<file path="src/rtl/hazard_ctrl.sv">
// Pipeline hazard controller for the 5-stage RV32I core: load-use stalls, branch
// flushes and external freeze, with saturating stall/flush performance counters.
module hazard_ctrl #(
  parameter int LU_STALL_CYCLES = 1,
  parameter int CNT_W           = 16
) (
  input  logic             clk,
  input  logic             rst_n,
  input  logic [31:0]      instr_IFID,
  input  logic [4:0]       rd_IDEX,
  input  logic             memRead_IDEX,
  input  logic             branch_taken_EX,
  input  logic             ext_stall,
  output logic             pc_write,
  output logic             ifid_write,
  output logic             ifid_flush,
  output logic             idex_write,
  output logic             idex_bubble,
  output logic [1:0]       hz_state,
  output logic [CNT_W-1:0] lu_stall_count,
  output logic [CNT_W-1:0] flush_count
);

  typedef enum logic [1:0] {
    ST_RUN   = 2'd0,
    ST_STALL = 2'd1
  } hz_state_e;

  localparam logic [1:0] REM_LOAD = 2'(LU_STALL_CYCLES - 1);

  hz_state_e        state_q, state_d;
  logic [1:0]       rem_q, rem_d;
  logic [CNT_W-1:0] lu_cnt_q, lu_cnt_d;
  logic [CNT_W-1:0] fl_cnt_q, fl_cnt_d;

  logic [6:0] opcode;
  logic [4:0] rs1, rs2;
  logic       rs1_used, rs2_used;
  logic       lu_hit;

  // Only opcodes that actually read rs1/rs2 may raise a hazard; x0 never does.
  always_comb begin
    opcode   = instr_IFID[6:0];
    rs1      = instr_IFID[19:15];
    rs2      = instr_IFID[24:20];
    rs1_used = opcode inside {7'b0110011, 7'b0010011, 7'b0000011,
                              7'b0100011, 7'b1100011, 7'b1100111};
    rs2_used = opcode inside {7'b0110011, 7'b0100011, 7'b1100011};
    lu_hit   = memRead_IDEX && (rd_IDEX != 5'd0) &&
               ((rs1_used && (rs1 == rd_IDEX)) || (rs2_used && (rs2 == rd_IDEX)));
  end

  // NOTE: every output of this block gets a default first so no latch is inferred.
  always_comb begin
    pc_write    = 1'b1;
    ifid_write  = 1'b1;
    ifid_flush  = 1'b0;
    idex_write  = 1'b1;
    idex_bubble = 1'b0;
    state_d     = state_q;
    rem_d       = rem_q;
    lu_cnt_d    = lu_cnt_q;
    fl_cnt_d    = fl_cnt_q;

    if (ext_stall) begin
      pc_write   = 1'b0;
      ifid_write = 1'b0;
      idex_write = 1'b0;
    end else if (branch_taken_EX) begin
      ifid_flush  = 1'b1;
      idex_bubble = 1'b1;
      state_d     = ST_RUN;
      rem_d       = 2'd0;
      fl_cnt_d    = (fl_cnt_q == '1) ? fl_cnt_q : fl_cnt_q + 1'b1;
    end else if ((state_q == ST_STALL) || lu_hit) begin
      pc_write    = 1'b0;
      ifid_write  = 1'b0;
      idex_bubble = 1'b1;
      lu_cnt_d    = (lu_cnt_q == '1) ? lu_cnt_q : lu_cnt_q + 1'b1;
      if (state_q == ST_RUN) begin
        // The hazard cycle itself is the first stall cycle; STALL covers the rest.
        if (LU_STALL_CYCLES > 1) begin
          state_d = ST_STALL;
          rem_d   = REM_LOAD;
        end
      end else begin
        rem_d = rem_q - 2'd1;
        if (rem_q == 2'd1) state_d = ST_RUN;
      end
    end

    if (!rst_n) begin
      pc_write    = 1'b1;
      ifid_write  = 1'b1;
      ifid_flush  = 1'b0;
      idex_write  = 1'b1;
      idex_bubble = 1'b0;
    end
  end

  // NOTE: sequential state uses non-blocking assignments; combinational logic uses blocking.
  always_ff @(posedge clk) begin
    if (!rst_n) begin
      state_q  <= ST_RUN;
      rem_q    <= 2'd0;
      lu_cnt_q <= '0;
      fl_cnt_q <= '0;
    end else begin
      state_q  <= state_d;
      rem_q    <= rem_d;
      lu_cnt_q <= lu_cnt_d;
      fl_cnt_q <= fl_cnt_d;
    end
  end

  assign hz_state       = state_q;
  assign lu_stall_count = lu_cnt_q;
  assign flush_count    = fl_cnt_q;

endmodule

</file>
<file path="config.mk">
export PLATFORM = sky130hd
export DESIGN_NAME = hazard_ctrl
export DESIGN_NICKNAME = d
export VERILOG_FILES = /design/src/rtl/hazard_ctrl.sv
export SDC_FILE = /design/constraint.sdc
export NUM_CORES = 1
export LEC_CHECK = 0
export ABC_AREA = 1
export BUFFER_PORTS_ARGS = -buffer_cell sky130_fd_sc_hd__buf_4
export CAP_MARGIN = 20
export CORE_MARGIN = 5
export CORE_UTILIZATION = 26
export DETAILED_ROUTE_END_ITERATION = 10
export GPL_ROUTABILITY_DRIVEN = 0
export SYNTH_ARGS = -nofsm -noshare
export SYNTH_HDL_FRONTEND = slang
export SYNTH_SLANG_ARGS = --single-unit
</file>
<file path="constraint.sdc">
create_clock -name clk -period 1.65 [get_ports clk]
set_input_delay 0 -clock clk [delete_from_list [all_inputs] [get_ports clk]]
set_output_delay 0 -clock clk [all_outputs]
set_load 0.05 [all_outputs]
</file>
==> results_dict.tcl <==
set metrics [dict create \
    status "finished, final reports clean" \
    clock.fmax_ghz 0.6466 \
    syn_to_final_growth_pct 36.53 \
    yosys.area_share.simple_pct 38.45 \
    r2r_start "flush_count[0]" \
    fin_crit_ns 1.547 \
    final_cell_mix "nand2_1, buf_4, inv_1" \
    switching_share_pct 27.32 \
    regToRegSetupSlack_ns 0.10 \
    drive_gt1_share_pct 40.74 \
    drc 0 \
    cap_violations 0 \
    syn_inst 331 \
    pin_count 81 \
    grt_pass1_vias 2191 \
    crit_family "simple AND/OR/NAND/NOR gates" \
    wirelength_mm 6.071 \
    drt_pass1_iterations 4 \
    die_h_um 102.3 \
    switching_power_w 0.0004347 \
    antenna_found_initial 0 \
    syn_area_sq_mm 0.002216 \
    p_per_area_mw_per_mm2 525.9 \
    die_w_um 102.3 \
    insertion_delay_ns 0.28 \
    cts_inserted_buffers 5 \
    htree_levels 2 \
    grt_util_all_layers_pct 11.61 \
    syn_area_per_cell_sq_um 6.694 \
    synth-compound-area-share_pct 12.20 \
    critPathKind "register to register" \
    dp.final_hpwl_mm 4.583 \
    setup_violations 0 \
    wl_per_cell_um 11.90 \
    yosys.cell_types.count 38 \
    worstHoldStart "rst_n" \
    power_frac_seq_pct 48.6 \
    cts.sinks 32 \
    clock-root-buffer "clkbuf_8" \
    rows 33 \
    overflow 0 \
    crit_arrival_ns 1.71 \
    irDropWorstVdd_mv 0.2413 \
    start_util_pct 26.83 \
    clockBufferDepth 2 \
    grt_pass1_wl_mm 9.908 \
    hold_end "flush_count[2]" \
    cts_tree "done" \
    first_iter_violations 51 \
    synth_mux_area_share_pct 0 \
    cts_hold_buffers 0 \
    nNetsFinal 449 \
    slew_viol_final 0 \
    p_int_w 0.001156 \
    n_antenna_cell 0 \
    cp_num_cells 9 \
    worst_slack_ns 0.1035 \
    synth_top_family_by_area "simple AND/OR/NAND/NOR gates" \
    p_leak_nw 1.257 \
    die_area_sq_mm 0.01047 \
    ys_seq_area_share_pct 28.91 \
    placed_area_sq_mm 0.002895 \
    utilization_pct 36.64 \
    core_sq_mm 0.008258 \
    grt_max_degree 23 \
    layout_commonest_cell "nand2_1" \
    rr_worst_depth 9 \
    synth-seq-cells 32 \
    yosys.area_share.xor_xnor_pct 8.300 \
    grt_setup_unrepaired "false" \
    cp-start-kind "register" \
    required_ns 1.81 \
    vias 2278 \
    hold_viol_final 0 \
    critPathMaxFanout 10 \
    port_buffers 63 \
    clk_pin_slew_ns 0.07 \
    tns_ns 0 \
    cp.buffers_inverters 2 \
    ys_warn_count 0 \
    holdPathStages 3 \
    critPathSlowestCell "dfxtp_4" \
    via_per_inst 4.467 \
    timing.final.crit_share_pct 93.73 \
    clockPowerShare_pct 36.0 \
    timing.rr.end "flush_count[12]" \
    synthAdderAreaFrac_pct 1.129 \
    crit_chain "ha_1 > inv_1 > nor2_2 > nand4_1 > nand2_2 > inv_2 > nand3_1 > xor2_1 > nor2_1" \
    holdCritPathClass "input port to register" \
    skew_ns 0.006239 \
    place_ws_ns 0.01828 \
    slowest_delay_ns 0.34 \
    crit_path_end_kind "register" \
    final_area_sq_mm 0.003025 \
    combPwrFrac_pct 15.4 \
    fill_cells 905 \
    ant_nets 0 \
]
## stage by stage
step / hold slack (ns) / cells / total power (W)
after floorplan: 0.1014 / 332 / 0.0009336
after global placement: 0.3113 / 501 / 0.001028
after detailed placement: 0.3165 / 501 / 0.001032
after CTS: 0.01268 / 508 / 0.001616
after global routing: 0.02882 / 510 / 0.001670
final: 0.02000 / 510 / 0.001591
## logic make-up after synthesis
group / count (synthesis)
simple gates: 178
buf+inv: 55
other cells: 1
flops: 32
compound gates: 42
xor+xnor: 21
fa+ha+maj: 2
## layer usage
metal  part of all wire (%)  track usage [%]
met1                     45            14.54
met5                      0                0
met4                    1.5            3.229
met2                     49            19.94
met3                    4.4            2.662
## how the worst max path moves through the flow
stage	startpoint	slack, ns	to
finish	flush_count[0]	0.10	flush_count[12]
global route	lu_stall_count[0]	0.003	lu_stall_count[8]
CTS	flush_count[0]	0.007	flush_count[12]
detailed placement	flush_count[0]	0.02	flush_count[8]
global placement	flush_count[0]	0.04	flush_count[8]
floorplan	flush_count[1]	0.001	flush_count[7]
## registers in the layout, summed over array words and instances, names as in the netlist
signal and cells:
flush_count 16, lu_stall_count 16
## synthesized netlist by cell type
master / count / area, sq um
a211oi_1: 2 / 15.01
a21oi_1: 14 / 70.07
a21oi_2: 10 / 87.58
a31oi_1: 3 / 18.77
and3_1: 2 / 12.51
buf_4: 4 / 30.03
buf_6: 1 / 11.26
buf_8: 1 / 15.01
clkbuf_1: 3 / 11.26
clkinv_1: 1 / 3.750
conb_1: 1 / 3.750
dfxtp_1: 32 / 640.6
ha_1: 2 / 25.02
inv_1: 34 / 127.6
inv_2: 11 / 41.29
nand2_1: 93 / 349.1
nand2_2: 14 / 87.58
nand3_1: 11 / 55.05
nand3_2: 1 / 10.01
nand3b_1: 2 / 15.01
nand4_1: 7 / 43.79
nand4_2: 1 / 12.51
nand4_4: 1 / 21.27
nor2_1: 24 / 90.09
nor2_2: 3 / 18.77
nor2_4: 3 / 33.78
nor2b_1: 1 / 6.260
nor3_1: 10 / 50.05
nor3_2: 2 / 20.02
nor3b_1: 1 / 7.510
nor4_1: 1 / 6.260
nor4_2: 1 / 12.51
o21ai_0: 9 / 45.04
o21ai_1: 2 / 10.01
o21ai_4: 1 / 16.27
o21bai_1: 1 / 7.510
xnor2_1: 8 / 70.07
xor2_1: 13 / 113.9
## power groups by stage
stage / sequential [W] / clock, W / combinational (W)
5_1_grt: 0.000774 / 0.000629 / 0.000268
3_5_place_dp: 0.000791 / 0 / 0.000241
4_1_cts: 0.000774 / 0.000601 / 0.000242
3_3_place_gp: 0.000791 / 0 / 0.000236
2_1_floorplan: 0.000807 / 0 / 0.000127
6_report: 0.000774 / 0.000573 / 0.000244
## repair_timing
| item | CTS | global route |
|---|---|---|
| resized for setup | 1 | 4 |
| setup endpoints to repair | 1 | 24 |
| buffers inserted | 0 | 1 |
| pin swaps | 0 | 3 |
| gates cloned | 0 | 1 |
## worst min-delay path: cells and delay by family
family | cells | cell delay (ns)
compound gates | 1 | 0.03
simple gates | 1 | 0.07
buf+inv | 1 | 0.16
## cell type report
class                   instances  area [sq um]  share of cell area, %
repair buffers                 74         568.0                  18.78
clock buffers                   7         76.32                  2.523
well taps                     105         131.4                  4.342
multi-input cells             246          1390                  45.95
inverters                      46         172.7                  5.707
flip-flops and latches         32         686.9                  22.70
Power figures use the tool's default switching activity.
